<file path="src/rtl/fibo_pkg.sv">
// fibo_pkg: shared state encoding and default widths for the Fibonacci generator
package fibo_pkg;
  typedef enum logic [1:0] {ST_IDLE, ST_RUN, ST_DONE} state_t;
  localparam int DEF_WIDTH = 16;
  localparam int DEF_CNT_W = 8;
endpackage

</file>
<file path="src/rtl/fibo_adder.sv">
// fibo_adder: unsigned WIDTH-bit add exposing the carry out
module fibo_adder #(
  parameter int WIDTH = 16
) (
  input  logic [WIDTH-1:0] a,
  input  logic [WIDTH-1:0] b,
  output logic [WIDTH-1:0] sum,
  output logic             carry
);
  assign {carry, sum} = a + b;
endmodule

</file>
<file path="src/rtl/fibo_gen_param.sv">
// fibo_gen_param: seeded Fibonacci term source on a valid/ready stream with wrap/stop overflow handling
module fibo_gen_param
  import fibo_pkg::*;
#(
  parameter int WIDTH = DEF_WIDTH,
  parameter int CNT_W = DEF_CNT_W
) (
  input  logic             clk,
  input  logic             reset,
  input  logic             start,
  input  logic [WIDTH-1:0] seed0,
  input  logic [WIDTH-1:0] seed1,
  input  logic [CNT_W-1:0] num_terms,
  input  logic             wrap_en,
  input  logic             out_ready,
  output logic             out_valid,
  output logic [WIDTH-1:0] fibo_term,
  output logic [CNT_W-1:0] term_idx,
  output logic             busy,
  output logic             done,
  output logic             overflow
);
  state_t state;
  logic [WIDTH-1:0] a, b, sum;
  logic [CNT_W-1:0] idx, num_q;
  logic a_ovf, b_ovf, wrap_q, carry, last, stop;
  fibo_adder #(.WIDTH(WIDTH)) u_add (.a(a), .b(b), .sum(sum), .carry(carry));
  // b_ovf on the current term means the next term would be a wrapped value
  assign last = idx == num_q - 1'b1;
  assign stop = last || (!wrap_q && b_ovf);
  always_ff @(posedge clk) begin
    if (reset) begin
      state <= ST_IDLE;
      {a, b, idx, num_q, a_ovf, b_ovf, wrap_q} <= '0;
      {out_valid, fibo_term, term_idx, busy, done, overflow} <= '0;
    end else begin
      case (state)
        ST_IDLE: if (start) begin
          a <= seed0;
          b <= seed1;
          idx <= '0;
          {a_ovf, b_ovf, overflow} <= '0;
          num_q <= num_terms;
          wrap_q <= wrap_en;
          if (num_terms == '0) begin
            state <= ST_DONE;
            done <= 1'b1;
          end else begin
            state <= ST_RUN;
            {busy, out_valid} <= 2'b11;
            fibo_term <= seed0;
            term_idx <= '0;
          end
        end
        ST_RUN: if (out_ready) begin
          a <= b;
          a_ovf <= b_ovf;
          b <= sum;
          b_ovf <= carry | a_ovf | b_ovf;
          idx <= idx + 1'b1;
          overflow <= overflow | (wrap_q ? a_ovf : b_ovf);
          if (stop) begin
            state <= ST_DONE;
            {busy, out_valid} <= 2'b00;
            done <= 1'b1;
          end else begin
            fibo_term <= b;
            term_idx <= idx + 1'b1;
          end
        end
        ST_DONE: begin
          done <= 1'b0;
          state <= ST_IDLE;
        end
        default: state <= ST_IDLE;
      endcase
    end
  end
endmodule

</file>
<file path="config.mk">
export PLATFORM = sky130hd
export DESIGN_NAME = fibo_gen_param
export DESIGN_NICKNAME = d
export VERILOG_FILES = /design/src/rtl/fibo_pkg.sv /design/src/rtl/fibo_adder.sv /design/src/rtl/fibo_gen_param.sv
export SDC_FILE = /design/constraint.sdc
export NUM_CORES = 1
export LEC_CHECK = 0
export CORE_ASPECT_RATIO = 0.7
export CORE_MARGIN = 8
export CORE_UTILIZATION = 46
export CTS_CLUSTER_SIZE = 30
export DETAILED_ROUTE_END_ITERATION = 10
export PLACE_DENSITY_LB_ADDON = 0.08
export SYNTH_ARGS = -nofsm -noshare
export SYNTH_HDL_FRONTEND = slang
export SYNTH_SLANG_ARGS = --single-unit
</file>
<file path="constraint.sdc">
create_clock -name clk -period 3.9 [get_ports clk]
set_clock_uncertainty 0.1 [all_clocks]
set_input_delay 0.585 -clock clk [delete_from_list [all_inputs] [get_ports clk]]
set_output_delay 0.585 -clock clk [all_outputs]
set_load 0.01 [all_outputs]
</file>
==> metrics.txt <==
initial antenna violation count=0; async set or reset register ratio after synthesis=0; slew margin rel.=0.539; worst-margin pin slew=0.685 ns; Worst path slowest cell=a211oi_2; I/O pin total=73; TritonCTS clock tree=yes; Hold Slack=0.374 ns; Vias=3883; number of synthesized flops with an enable pin=0; clock period minus worst slack=3.03 ns; Synth Register Bits=80; Slew Viols, Final=0; post-synthesis cell type count=53; initial DRC count=293; grt ovf=0; CP cell instances=inv_1, ha_1, o21bai_1, a2111oi_0, a311oi_2, a211oi_2, o31ai_4, buf_4, nor2_1, a211oi_1; min-delay worst type=register to register; Synth top cells by count=80 x dfxtp_1, 63 x nor2_1, 51 x a211oi_1; nets=633; Hold Vio Cnt, Final=0; PortBufs=72; Storage cell area=1600 µm²; clk sinks=80; fin worst setup slack=0.874 ns; row cnt=29; DR pass1 iterations=5; Cell Area, Synth=4330 µm²; clk_lat worst skew=0.34 ns; Setup violations, final=0; post-layout util=0.595; H-tree Lvls=3; core area=9110 µm²; Synth-to-Final Area Change=25.3%; RePlAce Congestion=0.805; Via density=5.59; hold bufs inserted after CTS=0; ys flop type=dfxtp_1; crit end category=register; worst path bufs/invs=2; CP max stage delay=0.54 ns; Routed WL per cell=16.7 µm; number of gates resized after cts=0; fraction of layout instances using a drive strength above 1=0.0613; filler cell count=832; WP data arrival=3.12 ns; RSZ-0062 raised after global routing=false; max cap viols=0; Initial Util=0.475; global-route wire length before repair=19000 µm; Leak=2.04 nW; largest net degree at the start of global routing=57; Seq/Total Area, Yosys=0.370; area of the multi-input gates=2550 µm²; top cell type's share of synthesized area=0.370; Max Fanout on Critical Path=35; Post-DP HPWL=8320 µm; Post-Layout Cell Count=695; clk slew on worst S/H paths=0.06 ns; Syn Nets=576; most common cell in the netlist=dfxtp_1; status=finished clean; Root Driver=clkbuf_16; Place WS=0.675 ns; placed cells=679; Critical Path RT=4.00 ns; Crit path max-delay family=compound AO/OA/AOI/OAI gates; vias in the first global route=3763; Synthesis Warnings=0; Cells after Synth=509; GR Util All Layers=0.177; VDD IR max=0.000344 V; fin crit share=0.776; CP Class=register to register; Chip Width=132 µm; CTS Buffer Depth=2; Setup TNS=0 ns; Synth area leaders=dfxtp_1 37%, a211oi_1 8.8%, ha_1 6.1%; Fmax=0.330 GHz; Worst setup SP type=register; PwrDens=761 nW/µm²; post-route ant nets=0; chip height=97.1 µm; # Post-CTS Setup Buffers=0; CTS Buf Count=9; die area=12800 µm²; DRC violations left=0; Mean Syn Cell Area=8.50 µm²; antenna diode count=0; area leader, netlist=dfxtp_1; DRT Wirelength=11600 µm
[registers in the layout, summed over array words and instances, names as in the netlist]
signal     cells
done           1
busy           1
idx            8
state          2
b             16
num_q          8
fibo_term     16
a             16
term_idx       8
b_ovf          1
wrap_q         1
a_ovf          1
overflow       1
[per-layer routing]
| layer | share of wire | vias up | track usage |
|---|---|---|---|
| met5 | 0 | - | 0 |
| met1 | 0.50 | 1796 | 0.247 |
| met2 | 0.42 | 104 | 0.259 |
| met3 | 0.063 | 11 | 0.0501 |
| met4 | 0.010 | 0 | 0.0519 |
| li1 | - | 1972 | - |
[cells in the final DEF (no fill, tap or decap), types with 9 or more instances in the layout]
cell	netlist	layout
dfxtp_1	80	80
clkdlybuf4s50_1	0	71
nor2_1	63	63
a211oi_1	51	50
a21oi_1	41	41
nand2_1	38	38
mux2i_1	22	22
ha_1	21	20
o21ai_0	20	19
xnor2_1	13	13
inv_1	12	12
xor2_1	12	12
nor3_1	11	11
clkbuf_16	0	9
[where the power goes]
group	internal (mW)	switching (mW)
clock network	0.512	0.331
logic	0.860	1.19
registers	1.06	0.181
total	2.43	1.70
[final cells by class]
type | instances | area share
Multi-Input combinational cell | 384 | 0.471
Sequential cell | 80 | 0.295
Timing Repair Buffer | 79 | 0.142
Clock buffer | 11 | 0.0448
Tap cell | 124 | 0.0286
Clock inverter | 5 | 0.0104
Inverter | 12 | 0.00831
[stage by stage]
stage | power (mW) | area (µm²)
finish | 4.13 | 5420
global route | 4.44 | 5420
CTS | 4.15 | 5420
detailed placement | 3.29 | 5120
global placement | 3.22 | 5120
floorplan | 2.69 | 4330
[cell families (layout without fill, tap and decap cells)]
kind of cell,count (synthesis),after routing,share of synthesized area
buffers and inverters,45,107,0.0437
DFF,80,80,0.370
xor gates and xnor gates,25,25,0.0506
muxes,22,22,0.0509
and+or+nand+nor,158,158,0.172
adders and majority gates,22,22,0.0654
AOI/OAI and AO/OA,157,157,0.248
[path summary, 6_finish.rpt]
check                                 from                         end  slack [ns]  cells after the start
setup / recovery     num_q[0]$_SDFFE_PP0P_  fibo_term[13]$_SDFFE_PP0P_        0.87                     10
hold / removal    term_idx[1]$_SDFFE_PP0P_    term_idx[1]$_SDFFE_PP0P_        0.37                      1
hold reg to reg   term_idx[1]$_SDFFE_PP0P_    term_idx[1]$_SDFFE_PP0P_        0.37                      1
setup reg to reg     num_q[0]$_SDFFE_PP0P_  fibo_term[13]$_SDFFE_PP0P_        0.87                     10
Power figures use the tool's default switching activity.
